## config.mk

```make
export PLATFORM = sky130hd
export DESIGN_NAME = alu_arbiter_flat
export DESIGN_NICKNAME = d
export VERILOG_FILES = /design/src/rtl/alu_arbiter_if.sv /design/src/rtl/alu_arbiter.sv /design/src/flat_wrapper.sv
export SDC_FILE = /design/constraint.sdc
export NUM_CORES = 1
export LEC_CHECK = 0
export CAP_MARGIN = 20
export CORE_MARGIN = 2
export CORE_UTILIZATION = 35
export DETAILED_ROUTE_END_ITERATION = 8
export GPL_TIMING_DRIVEN = 0
export PLACE_DENSITY = 0.77
export SLEW_MARGIN = 10
export SYNTH_ARGS = -nofsm -noshare
export SYNTH_HDL_FRONTEND = slang
export SYNTH_SLANG_ARGS = --single-unit
```

## constraint.sdc

```tcl
create_clock -name clk -period 1.3 [get_ports clk]
set_input_delay 0.13 -clock clk [delete_from_list [all_inputs] [get_ports clk]]
set_output_delay 0.13 -clock clk [all_outputs]
set_load 0.03 [all_outputs]
```

## src/rtl/alu_arbiter_if.sv

```systemverilog
// Bus bundle between the ID/EXE requesters, the shared ALU and the response consumer.
// master = environment side (requesters, ALU, consumer); slave = alu_arbiter.
interface alu_arbiter_if #(
    parameter int unsigned REG_LEN = 32,
    parameter int unsigned CMD_LEN = 4
);
    logic               req0_valid;
    logic               req1_valid;
    logic               req0_ready;
    logic               req1_ready;
    logic [CMD_LEN-1:0] req0_cmd;
    logic [CMD_LEN-1:0] req1_cmd;
    logic [REG_LEN-1:0] req0_op1;
    logic [REG_LEN-1:0] req0_op2;
    logic [REG_LEN-1:0] req1_op1;
    logic [REG_LEN-1:0] req1_op2;
    logic               req0_set_status;
    logic               req1_set_status;
    logic [REG_LEN-1:0] alu_in1;
    logic [REG_LEN-1:0] alu_in2;
    logic [CMD_LEN-1:0] alu_command;
    logic               alu_cin;
    logic [REG_LEN-1:0] alu_out;
    logic [3:0]         alu_status;
    logic               rsp_valid;
    logic               rsp_ready;
    logic               rsp_id;
    logic [REG_LEN-1:0] rsp_data;
    logic [3:0]         rsp_status;
    logic [3:0]         status_reg;

    modport master (
        output req0_valid, req1_valid, req0_cmd, req1_cmd,
        output req0_op1, req0_op2, req1_op1, req1_op2,
        output req0_set_status, req1_set_status,
        output alu_out, alu_status, rsp_ready,
        input  req0_ready, req1_ready, alu_in1, alu_in2, alu_command, alu_cin,
        input  rsp_valid, rsp_id, rsp_data, rsp_status, status_reg
    );

    modport slave (
        input  req0_valid, req1_valid, req0_cmd, req1_cmd,
        input  req0_op1, req0_op2, req1_op1, req1_op2,
        input  req0_set_status, req1_set_status,
        input  alu_out, alu_status, rsp_ready,
        output req0_ready, req1_ready, alu_in1, alu_in2, alu_command, alu_cin,
        output rsp_valid, rsp_id, rsp_data, rsp_status, status_reg
    );
endinterface

```

## src/rtl/alu_arbiter.sv

```systemverilog
// Two-requester arbiter for the shared execute-stage ALU; owns the {Z,C,N,V} status register.
// Define ALU_ARB_ROUND_ROBIN_EN for round-robin arbitration (default: port 0 fixed priority).
module alu_arbiter #(
    parameter int unsigned REG_LEN = 32,
    parameter int unsigned CMD_LEN = 4
) (
    input  logic         clk,
    input  logic         rst,
    alu_arbiter_if.slave bus
);
    typedef enum logic [1:0] {IDLE, EXEC, RESP} state_t;

    state_t             r_state;
    state_t             w_next_state;
    logic [CMD_LEN-1:0] r_cmd;
    logic [REG_LEN-1:0] r_op1;
    logic [REG_LEN-1:0] r_op2;
    logic               r_set_status;
    logic               r_id;
    logic               r_rsp_id;
    logic [REG_LEN-1:0] r_rsp_data;
    logic [3:0]         r_rsp_status;
    logic [3:0]         r_status;
    logic               w_can_grant;
    logic               w_pick1;
    logic               w_grant0;
    logic               w_grant1;

`ifdef ALU_ARB_ROUND_ROBIN_EN
    logic               r_last_grant;

    // Contended: serve the port that did not win last; reset value 1 favours port 0 first.
    assign w_pick1 = bus.req1_valid && (!bus.req0_valid || !r_last_grant);

    always_ff @(posedge clk or negedge rst) begin
        if (!rst) begin
            r_last_grant <= 1'b1;
        end else if (w_grant0 || w_grant1) begin
            r_last_grant <= w_grant1;
        end
    end
`else
    assign w_pick1 = bus.req1_valid && !bus.req0_valid;
`endif

    always_ff @(posedge clk or negedge rst) begin
        if (!rst) begin
            r_state <= IDLE;
        end else begin
            r_state <= w_next_state;
        end
    end

    always_comb begin
        w_next_state = r_state;
        w_can_grant  = 1'b0;
        w_grant0     = 1'b0;
        w_grant1     = 1'b0;
        case (r_state)
            IDLE:    w_can_grant = 1'b1;
            EXEC:    w_next_state = RESP;
            RESP: begin
                w_can_grant = bus.rsp_ready;
                if (bus.rsp_ready) begin
                    w_next_state = IDLE;
                end
            end
            default: w_next_state = IDLE;
        endcase
        // ready must stay low while reset is held even though the state decodes as IDLE
        w_can_grant = w_can_grant && rst;
        if (w_can_grant) begin
            w_grant1 = w_pick1;
            w_grant0 = bus.req0_valid && !w_pick1;
            if (w_grant0 || w_grant1) begin
                w_next_state = EXEC;
            end
        end
    end

    always_ff @(posedge clk or negedge rst) begin
        if (!rst) begin
            r_cmd        <= '0;
            r_op1        <= '0;
            r_op2        <= '0;
            r_set_status <= 1'b0;
            r_id         <= 1'b0;
            r_rsp_id     <= 1'b0;
            r_rsp_data   <= '0;
            r_rsp_status <= '0;
            r_status     <= '0;
        end else begin
            if (w_grant0 || w_grant1) begin
                r_cmd        <= w_grant1 ? bus.req1_cmd        : bus.req0_cmd;
                r_op1        <= w_grant1 ? bus.req1_op1        : bus.req0_op1;
                r_op2        <= w_grant1 ? bus.req1_op2        : bus.req0_op2;
                r_set_status <= w_grant1 ? bus.req1_set_status : bus.req0_set_status;
                r_id         <= w_grant1;
            end
            if (r_state == EXEC) begin
                r_rsp_data   <= bus.alu_out;
                r_rsp_status <= bus.alu_status;
                r_rsp_id     <= r_id;
                if (r_set_status) begin
                    r_status <= bus.alu_status;
                end
            end
        end
    end

    assign bus.req0_ready  = w_grant0;
    assign bus.req1_ready  = w_grant1;
    assign bus.alu_in1     = r_op1;
    assign bus.alu_in2     = r_op2;
    assign bus.alu_command = r_cmd;
    assign bus.alu_cin     = r_status[2];
    assign bus.rsp_valid   = (r_state == RESP);
    assign bus.rsp_id      = r_rsp_id;
    assign bus.rsp_data    = r_rsp_data;
    assign bus.rsp_status  = r_rsp_status;
    assign bus.status_reg  = r_status;
endmodule

```

## src/flat_wrapper.sv

```systemverilog
// flat-port wrapper written by rule: the top's interface ports become plain ports
module alu_arbiter_flat 
#(
    parameter int unsigned REG_LEN = 32,
    parameter int unsigned CMD_LEN = 4
)
  (clk, rst, bus_req0_valid, bus_req1_valid, bus_req0_cmd, bus_req1_cmd, bus_req0_op1, bus_req0_op2, bus_req1_op1, bus_req1_op2, bus_req0_set_status, bus_req1_set_status, bus_alu_out, bus_alu_status, bus_rsp_ready, bus_req0_ready, bus_req1_ready, bus_alu_in1, bus_alu_in2, bus_alu_command, bus_alu_cin, bus_rsp_valid, bus_rsp_id, bus_rsp_data, bus_rsp_status, bus_status_reg);
  alu_arbiter_if #(.REG_LEN(REG_LEN), .CMD_LEN(CMD_LEN)) bus_i ();
  input  logic clk;
  input  logic rst;
  input wire logic [$bits(bus_i.req0_valid)-1:0] bus_req0_valid;
  input wire logic [$bits(bus_i.req1_valid)-1:0] bus_req1_valid;
  input wire logic [$bits(bus_i.req0_cmd)-1:0] bus_req0_cmd;
  input wire logic [$bits(bus_i.req1_cmd)-1:0] bus_req1_cmd;
  input wire logic [$bits(bus_i.req0_op1)-1:0] bus_req0_op1;
  input wire logic [$bits(bus_i.req0_op2)-1:0] bus_req0_op2;
  input wire logic [$bits(bus_i.req1_op1)-1:0] bus_req1_op1;
  input wire logic [$bits(bus_i.req1_op2)-1:0] bus_req1_op2;
  input wire logic [$bits(bus_i.req0_set_status)-1:0] bus_req0_set_status;
  input wire logic [$bits(bus_i.req1_set_status)-1:0] bus_req1_set_status;
  input wire logic [$bits(bus_i.alu_out)-1:0] bus_alu_out;
  input wire logic [$bits(bus_i.alu_status)-1:0] bus_alu_status;
  input wire logic [$bits(bus_i.rsp_ready)-1:0] bus_rsp_ready;
  output wire logic [$bits(bus_i.req0_ready)-1:0] bus_req0_ready;
  output wire logic [$bits(bus_i.req1_ready)-1:0] bus_req1_ready;
  output wire logic [$bits(bus_i.alu_in1)-1:0] bus_alu_in1;
  output wire logic [$bits(bus_i.alu_in2)-1:0] bus_alu_in2;
  output wire logic [$bits(bus_i.alu_command)-1:0] bus_alu_command;
  output wire logic [$bits(bus_i.alu_cin)-1:0] bus_alu_cin;
  output wire logic [$bits(bus_i.rsp_valid)-1:0] bus_rsp_valid;
  output wire logic [$bits(bus_i.rsp_id)-1:0] bus_rsp_id;
  output wire logic [$bits(bus_i.rsp_data)-1:0] bus_rsp_data;
  output wire logic [$bits(bus_i.rsp_status)-1:0] bus_rsp_status;
  output wire logic [$bits(bus_i.status_reg)-1:0] bus_status_reg;
  assign bus_i.req0_valid = bus_req0_valid;
  assign bus_i.req1_valid = bus_req1_valid;
  assign bus_i.req0_cmd = bus_req0_cmd;
  assign bus_i.req1_cmd = bus_req1_cmd;
  assign bus_i.req0_op1 = bus_req0_op1;
  assign bus_i.req0_op2 = bus_req0_op2;
  assign bus_i.req1_op1 = bus_req1_op1;
  assign bus_i.req1_op2 = bus_req1_op2;
  assign bus_i.req0_set_status = bus_req0_set_status;
  assign bus_i.req1_set_status = bus_req1_set_status;
  assign bus_i.alu_out = bus_alu_out;
  assign bus_i.alu_status = bus_alu_status;
  assign bus_i.rsp_ready = bus_rsp_ready;
  assign bus_req0_ready = bus_i.req0_ready;
  assign bus_req1_ready = bus_i.req1_ready;
  assign bus_alu_in1 = bus_i.alu_in1;
  assign bus_alu_in2 = bus_i.alu_in2;
  assign bus_alu_command = bus_i.alu_command;
  assign bus_alu_cin = bus_i.alu_cin;
  assign bus_rsp_valid = bus_i.rsp_valid;
  assign bus_rsp_id = bus_i.rsp_id;
  assign bus_rsp_data = bus_i.rsp_data;
  assign bus_rsp_status = bus_i.rsp_status;
  assign bus_status_reg = bus_i.status_reg;
  alu_arbiter #(.REG_LEN(REG_LEN), .CMD_LEN(CMD_LEN)) u_core (.clk(clk), .rst(rst), .bus(bus_i));
endmodule
```

==> flow_metrics.py <==
metrics = {
    "worst_setup_path": {
        "critPathMaxStageDelay_ns": 0.40,
        "cp_cell_sequence": "nand2b_1 > buf_6 > buf_8 > nand2_4 > nor3b_4 > buf_6",
        "crit_family": "buffers and inverters",
        "crit_slowest_cell": "dfrtp_1",
        "critPathKind": "flop to primary output",
        "start_kind": "flop",
        "cp_common_cell": "buf_6",
        "critPathMaxFanout": 10,
        "cp.arrival_ns": 1.62,
        "endpoint_kind": "primary output",
        "required_ns": 1.17,
        "cp.buffers_inverters": 3,
    },
    "timing": {
        "clock_skew_ns": 0.01113,
        "rsz0062_at_grt": "true",
        "worst-slew-pin-transition_ns": 0.5990,
        "final.setup.worst_slack_ns": -0.4538,
        "min_period_over_period": 1.349,
        "max_freq_mhz": 570.2,
        "setup_viol": 116,
        "finalHoldViolCount": 57,
        "period_needed_ns": 1.754,
        "max-slew-margin-rel": 0.6007,
        "slew_violations": 0,
        "whs_ns": -0.4158,
    },
    "clock_network": {
        "clock_sinks": 113,
        "hold_buffers": 1,
        "path_clk_slew_ns": 0.07,
        "cts-root-buf": "clkbuf_16",
        "htreeDepth": 4,
        "cts_tree": "done",
        "ctsLongestPathBuffers": 2,
        "insertion_delay_ns": 0.42,
        "cts_buffers": 17,
    },
    "power_and_ir_drop": {
        "leakage_nw": 5.141,
        "swShare": 0.3936,
        "ir_drop_uv": 1085,
        "seq_power_share": 0.286,
        "combPwrFrac": 0.467,
        "intPower_w": 0.01192,
        "clockPowerShare": 0.246,
        "p_sw_w": 0.007737,
        "p_per_area_mw_per_mm2": 1681,
        "power_w": 0.01966,
    },
    "layout": {
        "post-route-util": 0.6785,
        "nNetsFinal": 1128,
        "final_area_mm2": 0.01170,
        "areaGrowthSynthToFinish_pct": 90.79,
        "drive_gt1_frac": 0.3472,
    },
    "job": {
        "cap_violations": 0,
    },
    "global_route": {
        "grt-ovfl-total": 0,
        "grt_antenna_before_repair": 1,
        "grt_use_total": 0.2665,
        "grt_max_degree": 60,
        "grt_pass1_wl_um": 38230,
        "grt_pass1_vias": 6800,
    },
    "logic_synthesis": {
        "yosysMostFrequentCell": "dfrtp_1",
        "synth_top_area_share": 0.4613,
        "synth-seq-area-share": 0.4613,
        "synth.net_count": 777,
        "netlist_area_mm2": 0.006130,
        "async_reset_ff_frac": 1.000,
        "synth_area_leaders": "dfrtp_1 46%, nor3b_1 8.5%, a41oi_1 8.4%",
        "syn_avg_cell_area_um2": 10.25,
        "synth.distinct_cells": 24,
        "synth_edf_count": 0,
        "synth_flop_cell": "dfrtp_1",
        "syn_inst": 598,
        "synthTopCellsByCount": "113 x dfrtp_1, 69 x nand3_1, 69 x nand4_1, 69 x nor3b_1, 69 x o21ai_0",
        "yosys_register_bits": 113,
        "synth_top_area_cell": "dfrtp_1",
        "yosys_warnings": 0,
    },
    "floorplan": {
        "dieArea_mm2": 0.01859,
        "rows": 48,
        "dieWidth_um": 136.3,
        "die_h_um": 136.3,
        "start_util": 0.3556,
        "core_mm2": 0.01724,
        "io_pins": 292,
    },
    "routing": {
        "drc_errors": 0,
        "dr.pass1.iters": 5,
        "viasPerCell": 5.918,
        "drt-total-wl_um": 27560,
        "vias": 7030,
        "final_antenna_net_count": 0,
        "wl_per_cell_um": 23.20,
        "dr.first_iter.drc_count": 434,
    },
    "outcome": {
        "violations": "negative hold slack, negative setup slack",
        "status": "complete, but fails checks",
    },
    "place": {
        "gp_congestion": 0.8593,
        "io_buffers": 289,
        "hpwlAfterDp_um": 16730,
        "placed_cell_area_mm2": 0.009354,
    },
    "hold_path": {
        "hp-class": "primary input to asynchronous set/reset pin",
    },
}
==> what timing repair did <==
| action | in CTS | in global routing |
|---|---|---|
| endpoints found under the hold margin | 84 | 57 |
| setup endpoints to repair | 214 | 173 |
| resized for setup | 367 | 258 |
| setup buffers | 18 | 14 |
| pin swaps | 9 | 54 |
| gates cloned | 3 | 10 |
==> logic make-up (layout without fill, tap and decap cells) <==
kind of cell	count (synthesis)	in the layout	share of synthesized area
other	0	1	0
DFF	113	113	0.4613
muxes	41	41	0.07532
and+or+nand+nor	221	221	0.2266
AOI/OAI and AO/OA	140	140	0.1690
buffers and inverters	83	447	0.06777
==> placed cells by master (no fill, tap or decap), types with 4 or more instances in the layout <==
master / instances
clkdlybuf4s50_1: 175
dfrtp_1: 112
nand4_1: 69
nor3b_1: 69
nand3_1: 69
o21ai_2: 64
dlymetal6s2s_1: 55
a41oi_1: 48
clkdlybuf4s15_2: 44
mux2_4: 40
buf_6: 28
clkbuf_16: 28
a41oi_2: 21
buf_2: 20
buf_12: 17
clkbuf_1: 17
buf_4: 15
buf_8: 12
o21ai_1: 6
clkbuf_4: 6
clkbuf_8: 5
inv_6: 5
clkbuf_2: 4
clkinv_4: 4
==> metal layers <==
| layer | GRT usage | wire length (um) |
|---|---|---|
| met1 | 0.3459 | 10960 |
| met2 | 0.4372 | 13630 |
| met3 | 0.05667 | 2049 |
| met4 | 0.09838 | 930 |
| met5 | 0 | 0 |
==> worst paths after layout <==
| path | cells past startpoint | endpoint | slack, ns | startpoint |
|---|---|---|---|---|
| min | 1 | u_core.bus.alu_in1[5] | -0.42 | rst |
| max reg2reg | 7 | u_core.bus.rsp_status[3] | -0.35 | u_core.r_state[0] |
| max | 6 | bus_req1_ready | -0.45 | u_core.r_state[1] |
| min in group clk | 4 | u_core.bus.alu_in1[31] | 0.22 | bus_req1_valid |
| max in group asynchronous | 2 | u_core.bus.alu_in1[15] | 1.07 | rst |
| min reg2reg | 1 | u_core.bus.rsp_data[2] | 0.50 | u_core.bus.rsp_data[2] |
==> worst reg2reg max path: cells and delay by family, from the launching register on <==
| kind | cells | cell delay [ns] |
|---|---|---|
| flops | 1 | 0.43 |
| simple gates | 1 | 0.12 |
| mux | 1 | 0.29 |
| buf+inv | 5 | 0.70 |
==> layout make-up <==
class | instances | area, um^2
plain buffers | 80 | 803.3
clock inverters | 15 | 173.9
fillers | 1249 | 5542
clock buffers | 17 | 425.4
well taps | 225 | 281.5
multi-input cells | 402 | 3421
diodes | 1 | 2.502
flip-flops and latches | 113 | 2829
repair buffers | 335 | 3759
==> power by group through the flow <==
| stage | clock, W | combinational (W) | sequential (W) |
|---|---|---|---|
| final | 0.00484 | 0.00919 | 0.00563 |
| after global routing | 0.00506 | 0.00962 | 0.00575 |
| after CTS | 0.00484 | 0.00828 | 0.00541 |
| after detailed placement | 0 | 0.00781 | 0.00545 |
| after global placement | 0 | 0.00770 | 0.00540 |
| after floorplan | 0 | 0.00197 | 0.00755 |
==> through the flow <==
| step | TNS [ns] | cells | setup slack [ns] | hold WS, ns |
|---|---|---|---|---|
| floorplan | -0.1504 | 598 | -0.1504 | -0.1656 |
| global placement | -928.87 | 1112 | -5.769 | 0.4721 |
| detailed placement | -68.61 | 1113 | -1.525 | 0.1321 |
| CTS | -31.06 | 1166 | -0.5040 | -0.4017 |
| global route | -29.82 | 1188 | -0.5143 | -0.3993 |
| finish | -24.06 | 1188 | -0.4538 | -0.4158 |
No activity file was read; power rests on OpenSTA's default activity.
